===== src/rtl/alu_pkg.sv =====
// alu_pkg: shared constants, FSM state type and instruction field layout for alu_ctrl.
// ALU_CTRL_ZFLAG_EN widens the result flags with a zero bit.
`default_nettype none

package alu_pkg;

  localparam logic [1:0] C_OP_ADD = 2'b00;
  localparam logic [1:0] C_OP_SUB = 2'b01;
  localparam logic [1:0] C_OP_AND = 2'b10;
  localparam logic [1:0] C_OP_OR  = 2'b11;

  // Instruction layout: {op[7:6], rd[5:4], rs1[3:2], rs2[1:0]}
  localparam int C_OP_LSB  = 6;
  localparam int C_RD_LSB  = 4;
  localparam int C_RS1_LSB = 2;
  localparam int C_RS2_LSB = 0;

  localparam int C_DATA_W = 8;

`ifdef ALU_CTRL_ZFLAG_EN
  localparam int C_FLAG_W = 3;
`else
  localparam int C_FLAG_W = 2;
`endif

  typedef enum logic [1:0] {
    ST_IDLE = 2'd0,
    ST_OPRD = 2'd1,
    ST_EXEC = 2'd2,
    ST_DONE = 2'd3
  } state_t;

  // Carry-out only means something for add, borrow only for sub.
  function automatic logic [1:0] mask_flags(input logic [1:0] op,
                                            input logic       ovf,
                                            input logic       brw);
    logic f_ovf;
    logic f_brw;
    f_ovf = (op == C_OP_ADD) & ovf;
    f_brw = (op == C_OP_SUB) & brw;
    return {f_brw, f_ovf};
  endfunction

endpackage

`default_nettype wire


===== src/rtl/alu_ctrl_if.sv =====
// alu_ctrl_if: instruction, preload, ALU and result bundle of alu_ctrl.
// Flag width follows ALU_CTRL_ZFLAG_EN through alu_pkg.
`default_nettype none

interface alu_ctrl_if;
  import alu_pkg::*;

  logic                  instr_valid;
  logic                  instr_ready;
  logic [7:0]            instr;

  logic                  ld_valid;
  logic [1:0]            ld_addr;
  logic [C_DATA_W-1:0]   ld_data;

  logic [C_DATA_W-1:0]   alu_a;
  logic [C_DATA_W-1:0]   alu_b;
  logic [1:0]            alu_sel;
  logic [C_DATA_W-1:0]   alu_y;
  logic                  alu_ovf;
  logic                  alu_brw;

  logic                  res_valid;
  logic                  res_ready;
  logic [C_DATA_W-1:0]   res_data;
  logic [C_FLAG_W-1:0]   res_flags;

  modport slave (
    input  instr_valid, instr, ld_valid, ld_addr, ld_data,
    input  alu_y, alu_ovf, alu_brw, res_ready,
    output instr_ready, alu_a, alu_b, alu_sel,
    output res_valid, res_data, res_flags
  );

  modport master (
    output instr_valid, instr, ld_valid, ld_addr, ld_data,
    output alu_y, alu_ovf, alu_brw, res_ready,
    input  instr_ready, alu_a, alu_b, alu_sel,
    input  res_valid, res_data, res_flags
  );

endinterface

`default_nettype wire


===== src/rtl/alu_regfile.sv =====
// alu_regfile: 4x8 register file, two async read ports, one write path where
// the instruction writeback overrides a preload aimed at the same register.
`default_nettype none

module alu_regfile
  import alu_pkg::*;
(
  input  wire logic                clk,
  input  wire logic                rst,
  input  wire logic                i_wb_en,
  input  wire logic [1:0]          i_wb_addr,
  input  wire logic [C_DATA_W-1:0] i_wb_data,
  input  wire logic                i_ld_en,
  input  wire logic [1:0]          i_ld_addr,
  input  wire logic [C_DATA_W-1:0] i_ld_data,
  input  wire logic [1:0]          i_ra_addr,
  output logic      [C_DATA_W-1:0] o_ra_data,
  input  wire logic [1:0]          i_rb_addr,
  output logic      [C_DATA_W-1:0] o_rb_data
);

  logic [C_DATA_W-1:0] r_mem [4];

  always_ff @(posedge clk or posedge rst) begin
    if (rst) begin
      for (int i = 0; i < 4; i++) begin
        r_mem[i] <= '0;
      end
    end else begin
      for (int i = 0; i < 4; i++) begin
        if (i_wb_en && (i_wb_addr == 2'(i))) begin
          r_mem[i] <= i_wb_data;
        end else if (i_ld_en && (i_ld_addr == 2'(i))) begin
          r_mem[i] <= i_ld_data;
        end
      end
    end
  end

  assign o_ra_data = r_mem[i_ra_addr];
  assign o_rb_data = r_mem[i_rb_addr];

endmodule

`default_nettype wire


===== src/rtl/alu_ctrl.sv =====
// alu_ctrl: sequences one instruction through an external combinational ALU
// (IDLE->OPRD->EXEC->DONE). Define ALU_CTRL_ZFLAG_EN for the zero result flag.
`default_nettype none

module alu_ctrl
  import alu_pkg::*;
(
  input  wire logic clk,
  input  wire logic rst,
  alu_ctrl_if.slave bus
);

  state_t              r_state;
  state_t              w_state_nxt;
  logic [7:0]          r_instr;
  logic [C_DATA_W-1:0] r_alu_a;
  logic [C_DATA_W-1:0] r_alu_b;
  logic [1:0]          r_alu_sel;
  logic [C_DATA_W-1:0] r_res_data;
  logic [C_FLAG_W-1:0] r_res_flags;

  logic                w_instr_ready;
  logic                w_res_valid;
  logic                w_wb_en;
  logic [1:0]          w_op;
  logic [1:0]          w_rd;
  logic [1:0]          w_rs1;
  logic [1:0]          w_rs2;
  logic [C_DATA_W-1:0] w_rdata_a;
  logic [C_DATA_W-1:0] w_rdata_b;
  logic [1:0]          w_flags_base;
  logic [C_FLAG_W-1:0] w_flags_nxt;

  assign w_op  = r_instr[C_OP_LSB  +: 2];
  assign w_rd  = r_instr[C_RD_LSB  +: 2];
  assign w_rs1 = r_instr[C_RS1_LSB +: 2];
  assign w_rs2 = r_instr[C_RS2_LSB +: 2];

  alu_regfile u_regfile (
    .clk       (clk),
    .rst       (rst),
    .i_wb_en   (w_wb_en),
    .i_wb_addr (w_rd),
    .i_wb_data (bus.alu_y),
    .i_ld_en   (bus.ld_valid),
    .i_ld_addr (bus.ld_addr),
    .i_ld_data (bus.ld_data),
    .i_ra_addr (w_rs1),
    .o_ra_data (w_rdata_a),
    .i_rb_addr (w_rs2),
    .o_rb_data (w_rdata_b)
  );

  assign w_flags_base = mask_flags(r_alu_sel, bus.alu_ovf, bus.alu_brw);

`ifdef ALU_CTRL_ZFLAG_EN
  assign w_flags_nxt = {(bus.alu_y == '0), w_flags_base};
`else
  assign w_flags_nxt = w_flags_base;
`endif

  always_comb begin
    w_state_nxt   = r_state;
    w_instr_ready = 1'b0;
    w_res_valid   = 1'b0;
    w_wb_en       = 1'b0;
    case (r_state)
      ST_IDLE: begin
        w_instr_ready = 1'b1;
        if (bus.instr_valid) w_state_nxt = ST_OPRD;
      end
      ST_OPRD: w_state_nxt = ST_EXEC;
      ST_EXEC: begin
        w_wb_en     = 1'b1;
        w_state_nxt = ST_DONE;
      end
      ST_DONE: begin
        w_res_valid = 1'b1;
        if (bus.res_ready) w_state_nxt = ST_IDLE;
      end
      default: w_state_nxt = ST_IDLE;
    endcase
  end

  always_ff @(posedge clk or posedge rst) begin
    if (rst) begin
      r_state <= ST_IDLE;
    end else begin
      r_state <= w_state_nxt;
    end
  end

  // Operands are latched in OPRD so the ALU sees stable inputs through EXEC.
  always_ff @(posedge clk or posedge rst) begin
    if (rst) begin
      r_instr     <= '0;
      r_alu_a     <= '0;
      r_alu_b     <= '0;
      r_alu_sel   <= '0;
      r_res_data  <= '0;
      r_res_flags <= '0;
    end else begin
      if ((r_state == ST_IDLE) && bus.instr_valid) begin
        r_instr <= bus.instr;
      end
      if (r_state == ST_OPRD) begin
        r_alu_a   <= w_rdata_a;
        r_alu_b   <= w_rdata_b;
        r_alu_sel <= w_op;
      end
      if (r_state == ST_EXEC) begin
        r_res_data  <= bus.alu_y;
        r_res_flags <= w_flags_nxt;
      end
    end
  end

  assign bus.instr_ready = w_instr_ready;
  assign bus.res_valid   = w_res_valid;
  assign bus.res_data    = r_res_data;
  assign bus.res_flags   = r_res_flags;
  assign bus.alu_a       = r_alu_a;
  assign bus.alu_b       = r_alu_b;
  assign bus.alu_sel     = r_alu_sel;

endmodule

`default_nettype wire


===== src/flat_wrapper.sv =====
// flat-port wrapper written by rule: the top's interface ports become plain ports
module alu_ctrl_flat import alu_pkg::*;
  (clk, rst, bus_instr_valid, bus_instr, bus_ld_valid, bus_ld_addr, bus_ld_data, bus_alu_y, bus_alu_ovf, bus_alu_brw, bus_res_ready, bus_instr_ready, bus_alu_a, bus_alu_b, bus_alu_sel, bus_res_valid, bus_res_data, bus_res_flags);
  alu_ctrl_if bus_i ();
  input  wire logic clk;
  input  wire logic rst;
  input wire logic [$bits(bus_i.instr_valid)-1:0] bus_instr_valid;
  input wire logic [$bits(bus_i.instr)-1:0] bus_instr;
  input wire logic [$bits(bus_i.ld_valid)-1:0] bus_ld_valid;
  input wire logic [$bits(bus_i.ld_addr)-1:0] bus_ld_addr;
  input wire logic [$bits(bus_i.ld_data)-1:0] bus_ld_data;
  input wire logic [$bits(bus_i.alu_y)-1:0] bus_alu_y;
  input wire logic [$bits(bus_i.alu_ovf)-1:0] bus_alu_ovf;
  input wire logic [$bits(bus_i.alu_brw)-1:0] bus_alu_brw;
  input wire logic [$bits(bus_i.res_ready)-1:0] bus_res_ready;
  output wire logic [$bits(bus_i.instr_ready)-1:0] bus_instr_ready;
  output wire logic [$bits(bus_i.alu_a)-1:0] bus_alu_a;
  output wire logic [$bits(bus_i.alu_b)-1:0] bus_alu_b;
  output wire logic [$bits(bus_i.alu_sel)-1:0] bus_alu_sel;
  output wire logic [$bits(bus_i.res_valid)-1:0] bus_res_valid;
  output wire logic [$bits(bus_i.res_data)-1:0] bus_res_data;
  output wire logic [$bits(bus_i.res_flags)-1:0] bus_res_flags;
  assign bus_i.instr_valid = bus_instr_valid;
  assign bus_i.instr = bus_instr;
  assign bus_i.ld_valid = bus_ld_valid;
  assign bus_i.ld_addr = bus_ld_addr;
  assign bus_i.ld_data = bus_ld_data;
  assign bus_i.alu_y = bus_alu_y;
  assign bus_i.alu_ovf = bus_alu_ovf;
  assign bus_i.alu_brw = bus_alu_brw;
  assign bus_i.res_ready = bus_res_ready;
  assign bus_instr_ready = bus_i.instr_ready;
  assign bus_alu_a = bus_i.alu_a;
  assign bus_alu_b = bus_i.alu_b;
  assign bus_alu_sel = bus_i.alu_sel;
  assign bus_res_valid = bus_i.res_valid;
  assign bus_res_data = bus_i.res_data;
  assign bus_res_flags = bus_i.res_flags;
  alu_ctrl u_core (.clk(clk), .rst(rst), .bus(bus_i));
endmodule

===== config.mk =====
export PLATFORM = sky130hd
export DESIGN_NAME = alu_ctrl_flat
export DESIGN_NICKNAME = d
export VERILOG_FILES = /design/src/rtl/alu_pkg.sv /design/src/rtl/alu_ctrl_if.sv /design/src/rtl/alu_regfile.sv /design/src/rtl/alu_ctrl.sv /design/src/flat_wrapper.sv
export SDC_FILE = /design/constraint.sdc
export NUM_CORES = 1
export LEC_CHECK = 0
export ABC_AREA = 1
export CORE_AREA = 2 2 107 88
export CTS_BUF_LIST = sky130_fd_sc_hd__clkbuf_4 sky130_fd_sc_hd__clkbuf_8 sky130_fd_sc_hd__clkbuf_16
export CTS_CLUSTER_DIAMETER = 150
export DETAILED_ROUTE_END_ITERATION = 6
export DIE_AREA = 0 0 109 90
export GPL_TIMING_DRIVEN = 0
export PLACE_DENSITY = 0.81
export SETUP_SLACK_MARGIN = 0.1
export SKIP_LAST_GASP = 1
export SLEW_MARGIN = 20
export SYNTH_ARGS = -nofsm -noshare
export SYNTH_HDL_FRONTEND = slang
export SYNTH_SLANG_ARGS = --single-unit

===== constraint.sdc =====
create_clock -name clk -period 2.4 [get_ports clk]
set_clock_uncertainty 0.2 [all_clocks]
set_input_delay 0.48 -clock clk [delete_from_list [all_inputs] [get_ports clk]]
set_output_delay 0.48 -clock clk [all_outputs]
set_load 0.005 [all_outputs]

==> run summary <==
DRT iter0 DRCs: 296
Total CTS buffers: 9
Synth Net Count: 578
Yosys top cell by area: dfrtp_1
Die Footprint: 0.009810 mm2
Core Area: 0.008805 mm2
Ports: 63
Total global-route track usage: 24.01%
Area Overhead vs Synth: 26.79%
CTS Sinks: 70
H-tree depth: 3
Setup-failing EPs final: 0
Count leader, synth: nand2_1
Status: complete, no violations
Number of global-route vias before repair: 3713
WL per Instance: 15.02 um
Clk_lat worst skew: 0.35 ns
Placed inst area: 0.004647 mm2
CP Class: reg2out
Worst Hold Class: in2async
Synth top cells by count: 243 x nand2_1, 81 x nand3_1, 70 x dfrtp_1
Top-area cell type share of the netlist area: 45.63%
Slew of the pin with the lowest slew margin: 0.5307 ns
Clk root buf: clkbuf_8
PD cells: 1298 mW/mm2
ANT cells: 0
Final GP Congestion: 0.8711
Seq cells post-synth: 70
Main area contributors after synthesis: dfrtp_1 46%, nand2_1 24%, nand3_1 11%
Critical Path RT: 1.72 ns
Vias: 3805
Post-DP HPWL: 8340 um
Fraction of layout cells with a size suffix above 1: 8.052%
YS warnings: 0
Fin crit share: 91.87%
# DRC: 0
Setup TNS: 0 ns
Initial antenna violation count: 0
Post-Syn Area: 0.003839 mm2
Hold buffers post-CTS: 0
Die W: 109 um
CP max FO: 4
FF-to-FF setup slack: 0.59 ns
Final #Nets: 653
First-pass detailed-route iteration total: 7
Peak supply drop: 0.6852 mV
TritonCTS clock tree: yes
RSZ-0062 raised after global routing: false
Sequential element share of the synthesized area: 45.63%
Final Hold Viols: 0
Clock transition at path regs: 0.08 ns
Max-slew headroom: 64.62%
Lkg Pwr: 2.564 nW
EDFF count, synth: 0
Setup crit end kind: output port
Final Critical Period: 2.205 ns
Max Slew Vio Count: 0
Die height: 90 um
Post-synth ARST share: 100.0%
Library cells used by synthesis: 23
Max Clock Freq: 453.5 MHz
Max-cap violations: 0
Crit path arrival time: 1.52 ns
Row count: 31
Largest net degree at the start of global routing: 35
Routed WL: 11050 um
Design Area, Final: 0.004867 mm2
Post-synth top flop: dfrtp_1
Vias per cell: 5.170
Routed Antenna Nets: 0
CP Launch Type: register
Grt total ovfl: 0
Port buffer count: 62
First-pass GRT wire length: 18400 um
Initial Util: 43.60%
Synthesized area per cell: 7.096 um2
Clock Path Buffers: 2
Syn Inst Count: 541
-- sequential cells by signal, summed over array words and instances (netlist names) --
name and count:
u_core.bus.res_flags 2, u_core.bus.res_data 8, u_core.bus.alu_b 8, u_core.r_instr 8, u_core.bus.alu_sel 2, u_core.u_regfile.r_mem 32
u_core.r_state 2, u_core.bus.alu_a 8
-- cells in the final DEF (no fill, tap or decap), drive strengths merged, types with 5 or more instances in the layout --
cell type / n
a21oi: 7
buf: 17
clkbuf: 15
clkdlybuf4s50: 62
clkinv: 5
dfrtp: 70
inv: 64
nand2: 247
nand3: 84
nand4: 9
nor2: 9
o21ai: 21
-- final timing paths --
kind / startpoint / end / depth (start not counted)
setup / recovery: u_core.r_state[0]$_DFFE_PP0P_ / bus_instr_ready / 3
hold / removal: rst / u_core.bus.alu_a[1]$_DFFE_PP0N_ / 2
setup reg to reg: u_core.r_state[0]$_DFFE_PP0P_ / u_core.u_regfile.r_mem[7]$_DFFE_PP0P_ / 9
hold reg to reg: u_core.bus.alu_b[0]$_DFFE_PP0N_ / u_core.bus.alu_b[0]$_DFFE_PP0N_ / 2
max in group asynchronous: rst / u_core.u_regfile.r_mem[16]$_DFFE_PP0P_ / 3
min in group clk: u_core.bus.alu_b[0]$_DFFE_PP0N_ / u_core.bus.alu_b[0]$_DFFE_PP0N_ / 2
-- layer usage --
layer / routed length, um / GRT usage (%) / vias up
met4: 191 / 5.235 / 0
met1: 4762 / 32.13 / 1780
met5: 0 / 0 / -
met2: 5027 / 37.16 / 169
li1: - / - / 1833
met3: 1072 / 8.774 / 23
-- worst max-delay path, cell delays in order (launching register included) --
cell	delay, ns
dfrtp_1	0.43
inv_2	0.10
ha_4	0.15
clkdlybuf4s50_1	0.50
-- final cells by class --
cell class              count  area [um2]
multi-input cells         383        1718
clock inverters             6       70.07
clock buffers              10       137.6
inverters                  68       264.0
well taps                 115       143.9
plain buffers              20       121.4
flip-flops and latches     70        1752
repair buffers             64       660.6
fillers                   881        3938
-- per-stage QoR --
| step | power [W] | setup slack [ns] | hold slack [ns] | cells | util (%) |
|---|---|---|---|---|---|
| after floorplan | 0.004049 | 0.8488 | 0.2476 | 541 | - |
| after detailed placement | 0.005258 | 0.3534 | 0.2662 | 720 | 52.78 |
| after global routing | 0.006875 | 0.1259 | 0.2040 | 736 | 55.28 |
| final | 0.006319 | 0.1952 | 0.2090 | 736 | 55.28 |
| after global placement | 0.005184 | 0.09183 | 0.2613 | 718 | 52.32 |
| after CTS | 0.006301 | 0.1018 | 0.2002 | 736 | 55.17 |
-- cells by family (layout without fill, tap and decap cells) --
family	count (synthesis)	in the layout	share of synthesized area (%)
AOI/OAI and AO/OA	28	28	3.650
and+or+nand+nor	349	349	38.89
adders and majority gates	4	4	1.304
buffers and inverters	88	168	9.941
DFF	70	70	45.63
muxes	2	2	0.5867
-- power by group --
part / internal (W) / total [W] / leakage (nW) / switching (W)
registers: 0.00175 / 0.00212 / 0.859 / 0.000370
logic: 0.00131 / 0.00320 / 1.61 / 0.00188
clock network: 0.000513 / 0.00101 / 0.0951 / 0.000494
-- repair_timing --
item	in CTS	in global routing
setup buffers	0	0
endpoints found under the setup margin	1	1
gates resized for setup	1	3
Note: power is estimated with default switching activity, not from simulation.
